### config.mk
export PLATFORM = sky130hd
export DESIGN_NAME = lock_keypad_ctrl
export DESIGN_NICKNAME = d
export VERILOG_FILES = /design/src/rtl/lock_keypad_ctrl.sv
export SDC_FILE = /design/constraint.sdc
export NUM_CORES = 1
export LEC_CHECK = 0
export CAP_MARGIN = 40
export CORE_ASPECT_RATIO = 1.5
export CORE_MARGIN = 4
export CORE_UTILIZATION = 50
export DETAILED_ROUTE_END_ITERATION = 16
export HOLD_SLACK_MARGIN = 0.08
export PLACE_DENSITY = 0.74
export SYNTH_ARGS = -nofsm -noshare
export SYNTH_HDL_FRONTEND = slang
export SYNTH_SLANG_ARGS = --single-unit
### constraint.sdc
create_clock -name clk -period 4.3 [get_ports clk]
set_clock_uncertainty 0.05 [all_clocks]
set_input_delay 0.86 -clock clk [delete_from_list [all_inputs] [get_ports clk]]
set_output_delay 0.86 -clock clk [all_outputs]
set_load 0.1 [all_outputs]
### src/rtl/lock_keypad_ctrl.sv
// Keypad lock controller: collects a 4-digit BCD code, requests an external
// comparison, then opens for UNLOCK_CYCLES or counts failures up to an alarm lockout.
module lock_keypad_ctrl #(
  parameter int unsigned UNLOCK_CYCLES  = 50,
  parameter int unsigned MAX_TRIES      = 3,
  parameter int unsigned TIMEOUT_CYCLES = 1000
) (
  input  logic        clk,
  input  logic        clr,
  input  logic        key_valid,
  input  logic [3:0]  key_code,
  input  logic        equal,
  output logic [15:0] pressed_code,
  output logic        check,
  output logic [2:0]  digit_count,
  output logic        unlocked,
  output logic        alarm
);

  localparam int unsigned FW = $clog2(MAX_TRIES + 1);
  localparam int unsigned TW = $clog2(TIMEOUT_CYCLES + 1);
  localparam int unsigned UW = $clog2(UNLOCK_CYCLES + 1);

  localparam logic [FW-1:0] FAIL_MAX = FW'(MAX_TRIES);
  localparam logic [TW-1:0] TMO_LAST = TW'(TIMEOUT_CYCLES - 1);
  localparam logic [UW-1:0] UNL_LAST = UW'(UNLOCK_CYCLES - 1);

  typedef enum logic [2:0] {IDLE, ENTRY, CHECK, WAIT_EQ, OPEN, ALARM} state_t;

  state_t        state, state_n;
  logic [15:0]   code_n;
  logic [2:0]    count_n;
  logic [FW-1:0] fails, fails_n;
  logic [TW-1:0] timer, timer_n;
  logic [UW-1:0] ucnt, ucnt_n;
  logic          is_digit;

  assign is_digit = (key_code <= 4'd9);

  always_comb begin
    state_n = state;
    code_n  = pressed_code;
    count_n = digit_count;
    fails_n = fails;
    timer_n = timer;
    ucnt_n  = ucnt;
    case (state)
      IDLE: begin
        if (key_valid && is_digit) begin
          code_n  = {12'h000, key_code};
          count_n = 3'd1;
          timer_n = '0;
          state_n = ENTRY;
        end
      end
      ENTRY: begin
        if (key_valid) begin
          // any strobe, even an ignored one, restarts the idle timeout
          timer_n = '0;
          if (is_digit) begin
            if (digit_count < 3'd4) begin
              code_n  = {pressed_code[11:0], key_code};
              count_n = digit_count + 3'd1;
            end
          end else if (key_code == 4'hC) begin
            code_n  = '0;
            count_n = '0;
            state_n = IDLE;
          end else if (key_code == 4'hE && digit_count == 3'd4) begin
            state_n = CHECK;
          end
        end else if (timer == TMO_LAST) begin
          code_n  = '0;
          count_n = '0;
          timer_n = '0;
          state_n = IDLE;
        end else begin
          timer_n = timer + 1'b1;
        end
      end
      CHECK: state_n = WAIT_EQ;
      WAIT_EQ: begin
        code_n  = '0;
        count_n = '0;
        if (equal) begin
          fails_n = '0;
          ucnt_n  = '0;
          state_n = OPEN;
        end else begin
          if (fails < FAIL_MAX) fails_n = fails + 1'b1;
          state_n = (fails_n == FAIL_MAX) ? ALARM : IDLE;
        end
      end
      OPEN: begin
        if (ucnt == UNL_LAST) begin
          ucnt_n  = '0;
          state_n = IDLE;
        end else begin
          ucnt_n = ucnt + 1'b1;
        end
      end
      ALARM:   state_n = ALARM;
      default: state_n = IDLE;
    endcase
  end

  // outputs are flopped from the next state so they are clean decodes
  always_ff @(posedge clk) begin
    if (clr) begin
      state        <= IDLE;
      pressed_code <= '0;
      digit_count  <= '0;
      fails        <= '0;
      timer        <= '0;
      ucnt         <= '0;
      check        <= 1'b0;
      unlocked     <= 1'b0;
      alarm        <= 1'b0;
    end else begin
      state        <= state_n;
      pressed_code <= code_n;
      digit_count  <= count_n;
      fails        <= fails_n;
      timer        <= timer_n;
      ucnt         <= ucnt_n;
      check        <= (state_n == CHECK);
      unlocked     <= (state_n == OPEN);
      alarm        <= (state_n == ALARM);
    end
  end

endmodule

==> results of run 1 <==
[cells in the final DEF (no fill, tap or decap), types with 2 or more instances in the layout]
cell and count:
or3b_1 3, buf_4 3, nor3_1 3, nor2_1 18
nand4_1 2, nand2b_1 3, and2_1 2, buf_8 23
or3_1 2, clkdlybuf4s50_1 29, nand3b_1 2, ha_1 5
and3_1 3, a21oi_1 33, nand2_1 25, a211oi_1 4
o21ai_0 12, nor2b_1 8, dfxtp_1 43, a31oi_1 2
nand3_1 22, a311oi_1 4, clkbuf_8 6, inv_1 5
[worst max path at each step]
stage,start,to,slack (ns),depth (start not counted)
3_5_place_dp,key_valid,digit_count[2]$_SDFFE_PP0P_,0.86,6
3_3_place_gp,key_valid,digit_count[2]$_SDFFE_PP0P_,1.05,6
5_1_grt,key_code[2],digit_count[2]$_SDFFE_PP0P_,1.0,6
2_1_floorplan,key_code[1],digit_count[0]$_SDFFE_PP0P_,1.82,6
4_1_cts,key_valid,digit_count[2]$_SDFFE_PP0P_,1.15,6
6_report,key_code[2],digit_count[2]$_SDFFE_PP0P_,1.15,6
[Yosys cell counts, types with 2 or more instances]
cell	instances
clkbuf_1	3
nand2_1	25
nor3_1	3
nand3_1	22
nand4_1	2
nand2b_1	3
o21ai_0	12
a21oi_1	33
a311oi_1	4
dfxtp_1	43
and2_1	2
buf_2	4
or3b_1	3
nor2b_1	8
nand3b_1	2
a31oi_1	2
or3_1	2
and3_1	3
ha_1	5
nor2_1	18
a211oi_1	4
inv_1	5
buf_6	3
[report_power, final]
part           internal, uW  switching (uW)  total [uW]
clock                   188             132         320
combinational          49.6            88.2         138
sequential              404            6.78         411
total                   641             227         868
[flip-flops by register name, indices dropped and copies added (netlist names)]
register	cells
pressed_code	16
check	1
state	3
alarm	1
fails	2
timer	10
digit_count	3
unlocked	1
ucnt	6
[critical path, cell delays in order]
cell and delay, ns:
clkdlybuf4s50_1 0.53, or4bb_1 0.54, and2_4 0.20, a221oi_4 0.68, a21oi_1 0.20, a211oi_1 0.29
[area by class of cell]
class / count / area, um^2
fillers: 300 / 1180
flip-flops and latches: 43 / 861
repair buffers: 56 / 663
clock inverters: 2 / 35.0
clock buffers: 6 / 82.6
well taps: 45 / 56.3
inverters: 5 / 18.8
multi-input cells: 181 / 1100
[layer usage]
layer / track usage / vias to the layer above
li1: - / 973
met1: 0.214 / 917
met2: 0.396 / 35
met3: 0.0326 / 6
met4: 0.0769 / 0
met5: 0 / -
[per-stage QoR]
stage	hold WS [ns]	area (um^2)	utilization
final	0.413	2820	0.706
after global routing	0.435	2820	0.706
after CTS	0.415	2820	0.706
after detailed placement	0.400	2700	0.676
after global placement	0.389	2350	0.588
after floorplan	0.398	2080	-
[logic make-up after synthesis]
group | after synthesis | synth area share
AO/OA/AOI/OAI | 69 | 0.213
adder cells (fa/ha/maj) | 5 | 0.0301
buffers and inverters | 18 | 0.0571
flip-flops | 43 | 0.414
multiplexers | 1 | 0.00481
AND/OR/NAND/NOR | 106 | 0.281
==> results.md, run 1 <==
* I/O pin total at 30
* Post-Place Worst Slack at 0.860 ns
* WL met3 at 178 um
* Number of buffers created by CTS at 5
* Placer Congestion at 0.812
* WHS Endpoint: pressed_code[12]$_SDFFE_PP0P_
* Top cells by area, synth: dfxtp_1, a21oi_1, nand3_1
* R2R Path End: digit_count[2]$_SDFFE_PP0P_
* Die W at 60.7 um
* First-pass GRT wire length at 8420 um
* Die Y at 87.0 um
* Largest net degree at the start of global routing at 23
* Hold Path Depth at 2
* First-pass iteration count of the detailed router at 4
* Synthesized cell area at 2080 um^2
* NumNets Final at 305
* Syn Nets at 255
* Initial antenna violation count at 0
* Clock Latency Late Sink at 0.29 ns
* Period utilisation layout at 0.734
* CTS tree: built
* Worst-margin pin slew at 0.957 ns
* Met1 Wirelength at 1950 um
* Setup_tns at 0 ns
* Max_slew headroom at 0.360
* CP Data Required Time at 4.44 ns
* Top layer in use: met4
* Leakage at 0.000976 uW
* Core area at 3990 um^2
* Netlist cell types at 54
* R2R setup slack at 1.80 ns
* CP arrival at 3.30 ns
* Syn Area/Cell at 8.60 um^2
* Vias at 1931
* Setup bufs post-CTS at 0
* Diode count at 0
* Final ANT Viol Nets at 0
* Total global-route track usage at 0.207
* Asr flop ratio synth at 0
* Synth top area share at 0.414
* Setup CP Type: in2reg
* DRC viols at 0
* Synthesized instance count at 242
* Source of the worst register-to-register timing path: state[2]$_SDFF_PP0_
* GRT overflow at 0
* Crit path max fanout at 19
* Synth warn at 0
* Worst R2R Path Depth at 5
* VDD IR max at 301 uV
* Met2 WL at 2720 um
* Sequential-to-total area share from yosys stat at 0.414
* CTS resizes at 0
* Hold Path Class: reg2reg
* Number of synthesized flops with an enable pin at 0
* Drt first-iter violations at 61
* Finished Layout Cells at 338
* Post-DP HPWL at 3720 um
* # rows at 28
* Layout cells sized above 1 at 0.160
* Min cycle time layout at 3.15 ns
* RSZ-0062 raised after global routing: no
* Die area at 5280 um^2
* Routed wire length at 4930 um
* Max Cap Viol at 0
* Status: finished, final reports clean
* Wire per inst at 14.6 um
* Max frequency at 0.317 GHz
* Input/output buffers at 29
* # H-tree levels at 2
* Hold Fails Final Rpt at 0
* # hold bufs at CTS at 0
* Clk sink count at 43
* Setup-failing EPs final at 0
* Clk buf depth at 2
* Area grow syn2layout at 35.4%
* CTS root buf: clkbuf_8
* Clock transition at path regs at 0.08 ns
* DP Cell Count at 330
* Vias per cell at 5.71
* Final Slew Violations at 0
* Biggest area consumer among synthesized cells: dfxtp_1
* Total power at 868 uW
* Post-synth top flop: dfxtp_1
* Seq cells post-synth at 43
* Critical Path Source Type: input port
* Initial core utilization at 0.521
* PwrDens at 308 nW/um^2
* Vias in the first global route at 1879
* Critical Path Sink Type: flop
* Final WS setup at 1.15 ns
* Worst hold path startpoint: pressed_code[12]$_SDFFE_PP0P_
No activity file was read; power rests on OpenSTA's default activity.
==> run 2: changes to the inputs <==
==> constraint.sdc (replaced) <==
create_clock -name clk -period 2.95 [get_ports clk]
set_clock_uncertainty 0.05 [all_clocks]
set_input_delay 0.59 -clock clk [delete_from_list [all_inputs] [get_ports clk]]
set_output_delay 0.59 -clock clk [all_outputs]
set_load 0.1 [all_outputs]
==> run 2 against run 1 <==
  * Critical path depth is 1 higher
  * Non-clock buffer count is 20 lower
  * Clock-buffer cell count stayed put
  * Critical path type unchanged
  * Critical endpoint is now pressed_code[0]$_SDFFE_PP0P_
==> results.md, run 2 (synthesis results as in run 1) <==
* Commonest non-fill, non-tap cells in the layout: dfxtp_1, a21oi_1, buf_4
* CP arrival at 2.59 ns
* Largest net degree at the start of global routing at 42
* CTS root buf: clkbuf_8
* Final Slew Violations at 0
* Setup bufs post-CTS at 0
* CTS tree: built
* Clock Latency Late Sink at 0.30 ns
* Fin Hold WS at 0.402 ns
* Hold Fails Final Rpt at 0
* CP Data Required Time at 3.13 ns
* Commonest non-fill, non-tap cell in the layout: dfxtp_1
* CTS resizes at 0
* Die W at 60.7 um
* Diode count at 0
* Initial antenna violation count at 0
* Area grow syn2layout at 18.1%
* Routed wire length at 4350 um
* First-pass iteration count of the detailed router at 4
* PwrDens at 540 nW/um^2
* Worst-margin pin slew at 0.610 ns
* Critical Path Sink Type: flop
* VDD IR max at 428 uV
* Max reg flops at 16
* Post-DP HPWL at 2990 um
* DP Cell Count at 310
* Initial core utilization at 0.521
* # hold bufs at CTS at 0
* Max frequency at 0.415 GHz
* I/O pin total at 30
* Drt first-iter violations at 82
* Top Registers: pressed_code (16), timer (10), ucnt (6)
* Max_slew headroom at 0.590
* Die Y at 87.0 um
* Final ANT Viol Nets at 0
* Hold Path Class: reg2reg
* Post-Place Worst Slack at 0.249 ns
* # H-tree levels at 2
* Vias at 1827
* # rows at 28
* GRT overflow at 0
* Placer Congestion at 0.823
* Vias in the first global route at 1715
* Status: finished, final reports clean
* Max Cap Viol at 0
* Input/output buffers at 29
* Vias per cell at 5.75
* DRC viols at 0
* Period utilisation layout at 0.817
* Top reg by flops: pressed_code
* Die area at 5280 um^2
* Number of buffers created by CTS at 5
* First-pass GRT wire length at 7230 um
* Setup-failing EPs final at 0
* Clk sink count at 43
* Final WS setup at 0.539 ns
* NumNets Final at 285
* Fillers at 348
* Setup_tns at 0 ns
* Finished Layout Cells at 318
* Layout cells sized above 1 at 0.176
* Clock transition at path regs at 0.08 ns
* Leakage at 0.000874 uW
* Clk buf depth at 2
* Wire per inst at 13.7 um
* Crit path max fanout at 17
* Setup CP Type: in2reg
* Critical Path Source Type: input port
* RSZ-0062 raised after global routing: no
* Min cycle time layout at 2.41 ns
* Core area at 3990 um^2
* Total global-route track usage at 0.177
run 2: per-layer routing:
layer | wire (um) | GRT usage | part of all wire | vias up
li1 | - | - | - | 932
met1 | 1880 | 0.188 | 0.43 | 844
met2 | 2160 | 0.317 | 0.50 | 42
met3 | 207 | 0.0371 | 0.048 | 9
met4 | 100 | 0.0888 | 0.023 | 0
met5 | 0 | 0 | 0 | -
run 2: final cells by class:
| type | instances | area, um^2 | area share |
|---|---|---|---|
| inverter | 5 | 18.8 | 0.00764 |
| sequential | 43 | 861 | 0.350 |
| clock inverter | 2 | 60.1 | 0.0244 |
| tap | 45 | 56.3 | 0.0229 |
| timing repair buffer | 36 | 288 | 0.117 |
| multi-input combinational | 181 | 1100 | 0.448 |
| clock buffer | 6 | 72.6 | 0.0295 |
run 2: per-stage QoR:
| stage | instance area [um^2] | util | power, uW |
|---|---|---|---|
| 2_1_floorplan | 2080 | - | 751 |
| 3_3_place_gp | 2320 | 0.582 | 793 |
| 3_5_place_dp | 2320 | 0.582 | 794 |
| 4_1_cts | 2460 | 0.615 | 1340 |
| 5_1_grt | 2460 | 0.615 | 1380 |
| 6_report | 2460 | 0.615 | 1330 |
run 2: path summary, 6_finish.rpt:
kind	startpoint	cells past startpoint	end	slack [ns]
max	key_code[2]	7	pressed_code[0]$_SDFFE_PP0P_	0.54
min	pressed_code[15]$_SDFFE_PP0P_	2	pressed_code[15]$_SDFFE_PP0P_	0.40
max reg2reg	state[2]$_SDFF_PP0_	6	pressed_code[0]$_SDFFE_PP0P_	0.83
min reg2reg	pressed_code[15]$_SDFFE_PP0P_	2	pressed_code[15]$_SDFFE_PP0P_	0.40
run 2: critical path, stage by stage:
cell             delay, ns
clkdlybuf4s50_1       0.51
or4bb_1               0.51
and2_4                0.19
a221oi_4              0.26
buf_4                 0.27
nand3_1               0.10
a21oi_1               0.16
run 2: power by group:
part	internal (uW)	switching (uW)	total [uW]
clock	338	207	546
sequential	589	10.2	599
combinational	58.0	123	181
